### src/rtl/rv_mc_pkg.sv
// Shared definitions for the rv_mc multi-cycle RV32I core: FSM states, opcodes,
// ALU control codes, immediate formats and datapath select encodings.
package rv_mc_pkg;

  typedef enum logic [3:0] {
    StFetch    = 4'd0,
    StDecode   = 4'd1,
    StMemAddr  = 4'd2,
    StMemRead  = 4'd3,
    StMemWb    = 4'd4,
    StMemWrite = 4'd5,
    StExecR    = 4'd6,
    StExecI    = 4'd7,
    StExecU    = 4'd8,
    StAluWb    = 4'd9,
    StBranch   = 4'd10,
    StJal      = 4'd11,
    StJalrAddr = 4'd12,
    StJalr     = 4'd13,
    StHalt     = 4'd14
  } state_e;

  localparam logic [6:0] OpLoad   = 7'b0000011;
  localparam logic [6:0] OpStore  = 7'b0100011;
  localparam logic [6:0] OpR      = 7'b0110011;
  localparam logic [6:0] OpI      = 7'b0010011;
  localparam logic [6:0] OpBranch = 7'b1100011;
  localparam logic [6:0] OpJal    = 7'b1101111;
  localparam logic [6:0] OpJalr   = 7'b1100111;
  localparam logic [6:0] OpLui    = 7'b0110111;
  localparam logic [6:0] OpAuipc  = 7'b0010111;

  localparam logic [3:0] AluAdd   = 4'b0000;
  localparam logic [3:0] AluSub   = 4'b0001;
  localparam logic [3:0] AluAnd   = 4'b0010;
  localparam logic [3:0] AluOr    = 4'b0011;
  localparam logic [3:0] AluXor   = 4'b0100;
  localparam logic [3:0] AluSll   = 4'b0101;
  localparam logic [3:0] AluSrl   = 4'b0110;
  localparam logic [3:0] AluSra   = 4'b0111;
  localparam logic [3:0] AluSlt   = 4'b1000;
  localparam logic [3:0] AluSltu  = 4'b1001;
  localparam logic [3:0] AluPassb = 4'b1010;

  localparam logic [2:0] ImmI = 3'b000;
  localparam logic [2:0] ImmS = 3'b001;
  localparam logic [2:0] ImmB = 3'b010;
  localparam logic [2:0] ImmU = 3'b011;
  localparam logic [2:0] ImmJ = 3'b100;

  localparam logic       SelAddrPc    = 1'b0;
  localparam logic       SelAddrAlu   = 1'b1;
  localparam logic [1:0] SelAPc       = 2'b00;
  localparam logic [1:0] SelAOldPc    = 2'b01;
  localparam logic [1:0] SelARd1      = 2'b10;
  localparam logic [1:0] SelBRd2      = 2'b00;
  localparam logic [1:0] SelBImm      = 2'b01;
  localparam logic [1:0] SelBFour     = 2'b10;
  localparam logic [1:0] SelResAluReg = 2'b00;
  localparam logic [1:0] SelResData   = 2'b01;
  localparam logic [1:0] SelResAlu    = 2'b10;

endpackage

### src/rtl/rv_mc_alu_dec.sv
// funct3/funct7_5 to alu_control decode for register and immediate ALU ops.
module rv_mc_alu_dec
  import rv_mc_pkg::*;
(
  input  logic [2:0] funct3,
  input  logic       funct7_5,
  input  logic       is_rtype,
  output logic [3:0] alu_control
);

  always_comb begin
    alu_control = AluAdd;
    case (funct3)
      3'b000:  alu_control = (is_rtype && funct7_5) ? AluSub : AluAdd;
      3'b001:  alu_control = AluSll;
      3'b010:  alu_control = AluSlt;
      3'b011:  alu_control = AluSltu;
      3'b100:  alu_control = AluXor;
      // Bit 30 selects SRA/SRAI for both R and I formats.
      3'b101:  alu_control = funct7_5 ? AluSra : AluSrl;
      3'b110:  alu_control = AluOr;
      default: alu_control = AluAnd;
    endcase
  end

endmodule

### src/rtl/rv_mc_ctrl.sv
// Main control FSM of the rv_mc multi-cycle RV32I core.
// Define RV_MC_CTRL_TRAP_EN to halt on illegal instructions instead of treating them as NOPs.
module rv_mc_ctrl
  import rv_mc_pkg::*;
(
  input  logic       clk,
  input  logic       rst,
  input  logic [6:0] opcode,
  input  logic [2:0] funct3,
  input  logic       funct7_5,
  input  logic       cmp_eq,
  input  logic       cmp_lt,
  input  logic       cmp_ltu,
  input  logic       mem_ready,
  output logic       we_pc,
  output logic       we_ir,
  output logic       we_rf,
  output logic       we_mem,
  output logic       sel_mem_addr,
  output logic [1:0] sel_alu_src_a,
  output logic [1:0] sel_alu_src_b,
  output logic [1:0] sel_result,
  output logic [2:0] imm_src,
  output logic [3:0] alu_control,
  output logic       halted,
  output logic [3:0] fsm_state
);

`ifdef RV_MC_CTRL_TRAP_EN
  localparam state_e IllegalNext = StHalt;
`else
  localparam state_e IllegalNext = StFetch;
`endif

  state_e     state_q;
  state_e     dispatch;
  logic       br_legal, br_base, br_taken;
  logic [3:0] dec_alu;
  logic       pc_raw, ir_raw, rf_raw, mem_raw;

  rv_mc_alu_dec u_alu_dec (
    .funct3      (funct3),
    .funct7_5    (funct7_5),
    .is_rtype    (state_q == StExecR),
    .alu_control (dec_alu)
  );

  // funct3[2:1] picks the compare, funct3[0] inverts it.
  always_comb begin
    br_legal = (funct3[2:1] != 2'b01);
    case (funct3[2:1])
      2'b00:   br_base = cmp_eq;
      2'b10:   br_base = cmp_lt;
      default: br_base = cmp_ltu;
    endcase
    br_taken = br_base ^ funct3[0];
  end

  always_comb begin
    dispatch = IllegalNext;
    case (opcode)
      OpLoad, OpStore: dispatch = StMemAddr;
      OpR:             dispatch = StExecR;
      OpI:             dispatch = StExecI;
      OpBranch:        dispatch = br_legal ? StBranch : IllegalNext;
      OpJal:           dispatch = StJal;
      OpJalr:          dispatch = StJalrAddr;
      OpLui, OpAuipc:  dispatch = StExecU;
      default:         dispatch = IllegalNext;
    endcase
  end

  always_ff @(posedge clk or negedge rst) begin
    if (!rst) begin
      state_q <= StFetch;
    end else begin
      case (state_q)
        StFetch:                     if (mem_ready) state_q <= StDecode;
        StDecode:                    state_q <= dispatch;
        StMemAddr:                   state_q <= (opcode == OpStore) ? StMemWrite : StMemRead;
        StMemRead:                   if (mem_ready) state_q <= StMemWb;
        StMemWrite:                  if (mem_ready) state_q <= StFetch;
        StExecR, StExecI, StExecU:   state_q <= StAluWb;
        StJal, StJalr:               state_q <= StAluWb;
        StJalrAddr:                  state_q <= StJalr;
        StHalt:                      state_q <= StHalt;
        default:                     state_q <= StFetch;
      endcase
    end
  end

  always_comb begin
    pc_raw        = 1'b0;
    ir_raw        = 1'b0;
    rf_raw        = 1'b0;
    mem_raw       = 1'b0;
    sel_mem_addr  = SelAddrPc;
    sel_alu_src_a = SelAPc;
    sel_alu_src_b = SelBFour;
    sel_result    = SelResAlu;
    imm_src       = ImmI;
    alu_control   = AluAdd;
    case (state_q)
      StFetch: begin
        ir_raw = mem_ready;
        pc_raw = mem_ready;
      end
      StDecode: begin
        sel_alu_src_a = SelAOldPc;
        sel_alu_src_b = SelBImm;
        imm_src       = (opcode == OpBranch) ? ImmB : ImmJ;
      end
      StMemAddr: begin
        sel_alu_src_a = SelARd1;
        sel_alu_src_b = SelBImm;
        imm_src       = (opcode == OpStore) ? ImmS : ImmI;
      end
      StMemRead:  sel_mem_addr = SelAddrAlu;
      StMemWb: begin
        sel_result = SelResData;
        rf_raw     = 1'b1;
      end
      StMemWrite: begin
        sel_mem_addr = SelAddrAlu;
        mem_raw      = mem_ready;
      end
      StExecR: begin
        sel_alu_src_a = SelARd1;
        sel_alu_src_b = SelBRd2;
        alu_control   = dec_alu;
      end
      StExecI: begin
        sel_alu_src_a = SelARd1;
        sel_alu_src_b = SelBImm;
        alu_control   = dec_alu;
      end
      StExecU: begin
        sel_alu_src_b = SelBImm;
        imm_src       = ImmU;
        if (opcode == OpLui) alu_control = AluPassb;
        else                 sel_alu_src_a = SelAOldPc;
      end
      StAluWb: begin
        sel_result = SelResAluReg;
        rf_raw     = 1'b1;
      end
      StBranch: begin
        sel_result = SelResAluReg;
        pc_raw     = br_taken;
      end
      StJal, StJalr: begin
        sel_result    = SelResAluReg;
        sel_alu_src_a = SelAOldPc;
        pc_raw        = 1'b1;
      end
      StJalrAddr: begin
        sel_alu_src_a = SelARd1;
        sel_alu_src_b = SelBImm;
      end
      default: ;
    endcase
  end

  // Enables are killed combinationally so reset stops a write in the same cycle.
  assign we_pc  = pc_raw & rst;
  assign we_ir  = ir_raw & rst;
  assign we_rf  = rf_raw & rst;
  assign we_mem = mem_raw & rst;

`ifdef RV_MC_CTRL_TRAP_EN
  assign halted = (state_q == StHalt) & rst;
`else
  assign halted = 1'b0;
`endif

  assign fsm_state = state_q;

endmodule

### config.mk
export PLATFORM = sky130hd
export DESIGN_NAME = rv_mc_ctrl
export DESIGN_NICKNAME = d
export VERILOG_FILES = /design/src/rtl/rv_mc_pkg.sv /design/src/rtl/rv_mc_alu_dec.sv /design/src/rtl/rv_mc_ctrl.sv
export SDC_FILE = /design/constraint.sdc
export NUM_CORES = 1
export LEC_CHECK = 0
export CORE_MARGIN = 2
export CORE_UTILIZATION = 40
export CTS_CLUSTER_SIZE = 25
export DETAILED_ROUTE_END_ITERATION = 10
export GPL_TIMING_DRIVEN = 0
export PLACE_DENSITY = 0.78
export SLEW_MARGIN = 20
export SYNTH_ARGS = -nofsm -noshare
export SYNTH_HDL_FRONTEND = slang
export SYNTH_SLANG_ARGS = --single-unit
export TNS_END_PERCENT = 100
### constraint.sdc
create_clock -name clk -period 2.2 [get_ports clk]
set_clock_uncertainty 0.1 [all_clocks]
set_input_delay 0.33 -clock clk [delete_from_list [all_inputs] [get_ports clk]]
set_output_delay 0.33 -clock clk [all_outputs]
set_load 0.005 [all_outputs]
After elaboration in Yosys (flattened, before gate mapping)

Index checks and enable logic that the tools add are counted.

Output and inout bits: 23
Bits of input ports: 17
Flip-flop bits (word level): 4

Multiplexer cells: 25
Bitwise operators: 5
Reduce and logical (&&, ||, !) cells: 16
Equal/unequal tests: 34

Operators with widths:

| operator           | count |
|---|---|
| $pmux 4 s7         | 2 |
| $pmux 4 s8         | 1 |
| $eq 4x4->1 const B | 7 |
| $eq 7x6->1 const B | 3 |
| $eq 7x7->1 const B | 3 |
| $mux 4             | 5 |
| $eq 4x3->1 const B | 4 |
| $eq 7x5->1 const B | 2 |
| $reduce_or 2->1    | 6 |
| $reduce_or 5->1    | 2 |
| $eq 3x3->1 const B | 3 |
| $pmux 3 s3         | 1 |
| $eq 4x2->1 const B | 2 |
| $mux 1             | 8 |
| $pmux 2 s2         | 2 |
| $pmux 4 s2         | 1 |
| $reduce_or 4->1    | 2 |
| $eq 7x2->1 const B | 1 |
| $eq 3x2->1 const B | 2 |
| $mux 3             | 2 |
| $ne 2x2->1 const B | 3 |
| $pmux 2 s3         | 1 |
| $and 1x1->1        | 4 |
| $eq 4x1->1 const B | 1 |
| other kinds (12)   | 12 |

Longest topological paths before layout

Depth in word-level cells: 5
Gate-level depth with buffers: 6
Gate-level depth less buffers: 4

Cells and area by module

From an unflattened synthesis, not the netlist that was laid out.

Cell total of the unflattened synthesis: 134
Area total of the unflattened synthesis: 883.3 sq um

By module, submodules not included:

| module        | area an instance (sq um) | times used | cells each |
|---|---|---|---|
| rv_mc_ctrl    | 820.8                    | 1          | 125 |
| rv_mc_alu_dec | 62.6                     | 1          | 9 |

Worst setup path after synthesis

No wires, ideal clock.

Kind: register to output
Start point: register state_q[3], in the netlist fsm_state[3]
End point: output we_pc
Setup slack: 0.514 ns
Cell stages (with the launch flop): 7
Arrival time: 1.256 ns
Data required time: 1.770 ns
Cell sequence: dfrtp_1 -> buf_2 -> clkbuf_1 -> inv_1 -> a21boi_0 -> o21ai_0 -> o211a_1

Longest elaborated chain between the ends: 4
Elaborated cells on any way between the ends: 7

RTL lines:

| item                   | RTL line          | RTL |
|---|---|---|
| from (decl)            | rv_mc_ctrl.sv:35  | `state_e state_q;` |
| from (signal assigned) | rv_mc_ctrl.sv:75  | `state_q <= StFetch;` |
| from (signal assigned) | rv_mc_ctrl.sv:78  | `StFetch: if (mem_ready) state_q <= StDecode;` |
| from (signal assigned) | rv_mc_ctrl.sv:79  | `StDecode: state_q <= dispatch;` |
| $eq 4x4->1             | rv_mc_ctrl.sv:103 | `case (state_q)` |
| $reduce_or 2->1        | n/a               |  |
| $pmux 1 s3 *           | rv_mc_ctrl.sv:103 |  |
| $and 1x1->1 *          | rv_mc_ctrl.sv:165 | `assign we_pc = pc_raw & rst;` |
| to (decl)              | rv_mc_ctrl.sv:15  | `output logic we_pc,` |

Every way passes the cells marked *; elsewhere a longest branch is shown, timed or not.

Worst setup path in the final report

Start point: register state_q[1], in the netlist fsm_state[1]
End point: output alu_control[0]

Longest elaborated chain between the ends: 5
Elaborated cells on any way between the ends: 8

RTL lines:

| item              | RTL line                            | RTL |
|---|---|---|
| $eq 4x3->1        | rv_mc_ctrl.sv:44, rv_mc_ctrl.sv:103 |  |
| $logic_and 1x1->1 | rv_mc_alu_dec.sv:14                 | `3'b000: alu_control = (is_rtype && funct7_5) ? AluSub : AluAdd;` |
| $mux 1            | rv_mc_alu_dec.sv:14                 |  |
| $pmux 4 s7        | rv_mc_alu_dec.sv:13                 | `case (funct3)` |
| $pmux 4 s2 *      | rv_mc_ctrl.sv:103                   |  |
| to (decl)         | rv_mc_ctrl.sv:24                    | `output logic [3:0] alu_control,` |

Marks and branches as above.

==> metrics.md <==
| Metric | Value |
|---|---|
| Final core utilization | `between 70% and 80%` |
| Origin of the worst min-delay path | `opcode[6]` |
| Static Leakage | `approximately 0.73 nW` |
| Detailed placer's ending HPWL | `2334 um` |
| Synth cell types | `48` |
| Area growth from synthesis to layout | `76.70%` |
| Portion of total power attributed to the clock network | `8.8%` |
| Fin crit share | `98.33%` |
| Most area-consuming cells after synthesis | `dfrtp_1, nand2_1, o21ai_0` |
| Number of enable-type register cells in the synthesized netlist | `0` |
| Die footprint | `2549 um2` |
| Initial Utilization | `43.19%` |
| Antenna viol nets, final | `0` |
| Placeable Area | `2002 um2` |
| Endpoint arrival time on the critical path | `between 1500 and 2000 ps` |
| Critical path capture point type | `output pin` |
| Share of total power in sequential cells | `10.5%` |
| Worst Slack Setup Final | `36.66 ps` |
| Post-Syn Area | `864.6 um2` |
| Routability Congestion | `0.9842` |
| Io pins | `40` |
| Storage element area | `102.6 um2` |
| Antenna violations before repair | `0` |
| Average vias per placed instance | `6.272` |
| Number of DRC violations after detailed-routing iteration 0 | `85` |
| Longest individual stage delay on the worst path | `370 ps` |
| Antenna fix cells | `0` |
| Biggest fanout along the worst timing path | `10` |
| Number of instances in the synthesized netlist | `137` |
| Share of the yosys chip area belonging to registers | `between 10 and 15%` |
| Total placed instance area | `between 1000 and 1500 um2` |
| Count of vias placed by the detailed router | `1361` |
| Clock-pin slew on the worst setup and hold paths | `approximately 50 ps` |
| Drc violations | `0` |
| Insertion delay to the later sink of the worst-skew pair | `between 200 and 250 ps` |
| Max IR drop VDD | `488.9 uV` |
| Reg2Reg Depth | `5` |
| Data required time of the critical path | `1770 ps` |
| DRT Pass-1 Iters | `4` |
| Power spent charging and discharging nets | `518.9 uW` |
| #FFs+latches synth | `4` |
| Drt total wl | `about 3700 um` |
| Worst hold stages | `4` |
| Status | `completed` |
| Clock Sink Count | `4` |
| Number of max-slew violations in the final report | `0` |
| Die width | `around 50 um` |
| Net count of the mapped netlist | `~150` |
| Number of buffers between clock root and the deepest sink | `2` |
| Switching Share | `a little under half` |
| Drt wl/cell | `17.24 um` |
| Logic pwr share | `around four fifths` |
| Path type of the worst min-delay path | `input port to flip-flop` |
| Remaining global-route overflow | `0` |
| Destination of the worst hold path | `fsm_state[1]$_DFFE_PN0P_` |
| Level count of the clock H-tree | `1` |
| Max Cap Viol | `0` |
| Post-Layout Inst Area | `1528 um2` |
| Flip-flop count of the largest register, all copies and words added | `4` |
| Post-route non-filler standard cell count | `between 200 and 250` |
| Final hold vios | `0` |
| Total area of multi-input combinational cells | `797.0 um2` |
| Yosys warning count | `0` |
| Clock root buffer master | `clkbuf_4` |
| Layout Nets | `209` |
| Average cell area after synthesis | `6.311 um2` |
| Leading area contributor after synthesis | `dfrtp_1` |
| R2R Path Start | `fsm_state[3]$_DFFE_PN0P_` |
| Global-route wire length before repair | `approximately 5600 um` |
| Placed instance count | `between 200 and 250` |
| Number of clock buffers inserted by TritonCTS | `3` |
| Number of inserted filler cells in the final layout | `154` |
| Async set-reset flop share out of synthesis | `100.0%` |
| Endpoint of the worst register-to-register path | `fsm_state[2]$_DFFE_PN0P_` |
| Nature of the critical path startpoint | `flip-flop` |
| Setup Slack @ Placement | `-679.4 ps` |
| Combined global-route utilization of all metal layers | `between 20 and 30%` |
| Std cell rows | `16` |
| Number of endpoints failing setup at the final stage | `0` |
| Share of post-route cells with drive strength above 1 | `29.47%` |
| Number of global-route vias before repair | `1217` |
| Path type of the worst setup path | `flip-flop to output pin` |
| Pin count of the biggest net entering global routing | `11` |
| Top flip-flop cell by instance count after synthesis | `dfrtp_1` |
| Port Buffer Count | `37` |
| Slowest library cell on the worst path | `dfrtp_1` |
| Internal reg-to-reg setup slack | `420 ps` |
| Internal Pwr Total | `573.3 uW` |
| Power per standard cell area | `714.9 nW/um2` |
| Proportion of netlist area held by the largest area contributor | `11.58%` |
| Max frequency | `about 0.46 GHz` |
| Final critical delay including setup and external delays | `2163 ps` |
| Die Ht | `50.49 um` |
| Cells along the critical path | `buf_6 > nor2b_4 > a31oi_1 > o221a_2 > nor2_1 > dlygate4sd2_1` |
| CTS tree | `built` |
==> worst max-delay path, delay by kind of cell, from the launching register on <==
family,cells,cell delay [ps]
simple gates,2,310
buf+inv,2,400
compound gates,2,400
flops,1,370
==> worst max-delay path by stage <==
stage                                        start             end  slack [ps]  depth (start not counted)
final                     fsm_state[1]$_DFFE_PN0P_  alu_control[0]          40                          6
after global placement                   opcode[3]      imm_src[0]        -610                          6
after CTS                 fsm_state[3]$_DFFE_PN0P_      imm_src[2]         0.2                          5
after floorplan           fsm_state[3]$_DFFE_PN0P_           we_pc         510                          6
after global routing      fsm_state[1]$_DFFE_PN0P_  alu_control[0]         -40                          6
after detailed placement                 opcode[3]      imm_src[0]        -680                          6
==> what timing repair did <==
action / CTS / global route
setup endpoints to repair: 18 / 11
pin swaps: 8 / 8
resized for setup: 67 / 18
hold buffers: 1 / 0
buffers inserted: 8 / 5
hold endpoints to repair: 4 / 0
==> final cells by class <==
class | count | share of cell area [%]
Multi-Input combinational cell | 116 | 52.17
Timing Repair Buffer | 51 | 30.22
Sequential cell | 4 | 6.716
Buffer | 10 | 5.733
Tap cell | 27 | 2.211
Clock buffer | 3 | 1.474
Inverter | 6 | 1.474
==> cell families after synthesis <==
family / Yosys count / synth area share (%)
multiplexers: 2 / 2.460
buffers and inverters: 17 / 8.394
AO/OA/AOI/OAI: 44 / 34.88
flip-flops: 4 / 11.58
AND/OR/NAND/NOR: 65 / 38.21
other: 1 / 0.4337
XOR/XNOR: 4 / 4.053
==> power by group through the flow <==
stage	clock, mW	sequential (mW)	combinational, mW
floorplan	0	0.107	0.391
global placement	0	0.107	0.696
detailed placement	0	0.108	0.701
CTS	0.0947	0.112	0.778
global route	0.0995	0.117	0.941
finish	0.0958	0.115	0.881
==> cell usage after synthesis (all sizes together), types with 2 or more instances <==
cell and n:
nand2b 2, a31oi 5, nand2 15, nor2b 8
nor3 7, clkbuf 5, nand3 6, inv 6
and3 2, or2 3, xnor2 3, a21oi 9
nor4 3, o21ai 11, nor2 13, dfrtp 4
buf 6, a22oi 2, nand3b 2
==> per-layer routing <==
| metal | part of all wire [%] | GRT usage (%) | up-vias |
|---|---|---|---|
| met4 | 3.3 | 13.96 | 0 |
| met3 | 9.8 | 7.738 | 21 |
| met2 | 50 | 47.37 | 105 |
| met5 | 0 | 0 | - |
| li1 | - | - | 607 |
| met1 | 37 | 32.30 | 628 |
==> metrics by stage <==
stage / TNS, ps / power [mW] / hold WS [ps]
finish: 0 / 1.092 / 518.4
global route: -51.39 / 1.157 / 537.5
CTS: 0 / 0.9851 / 492.8
detailed placement: -3115 / 0.8093 / 502.4
global placement: -2683 / 0.8024 / 496.6
floorplan: 0 / 0.4985 / -65.59
==> cells in the final DEF, fill, tap and decap left out, drive strengths merged, types with 2 or more instances in the layout <==
cell type | synthesis | routed
and3 | 2 | 2
nor3 | 7 | 7
xnor2 | 3 | 3
o21ai | 11 | 11
nand2 | 15 | 15
dfrtp | 4 | 4
inv | 6 | 6
or2 | 3 | 3
nand2b | 2 | 2
nor4 | 3 | 3
nor2 | 13 | 13
nand3b | 2 | 2
a31oi | 5 | 5
clkdlybuf4s15 | 0 | 4
clkdlybuf4s50 | 0 | 9
a22oi | 2 | 2
nand3 | 6 | 6
dlymetal6s2s | 0 | 6
clkbuf | 5 | 9
dlygate4sd2 | 0 | 15
a21oi | 9 | 9
buf | 6 | 20
nor2b | 8 | 8
(Power assumes the default switching activity.)
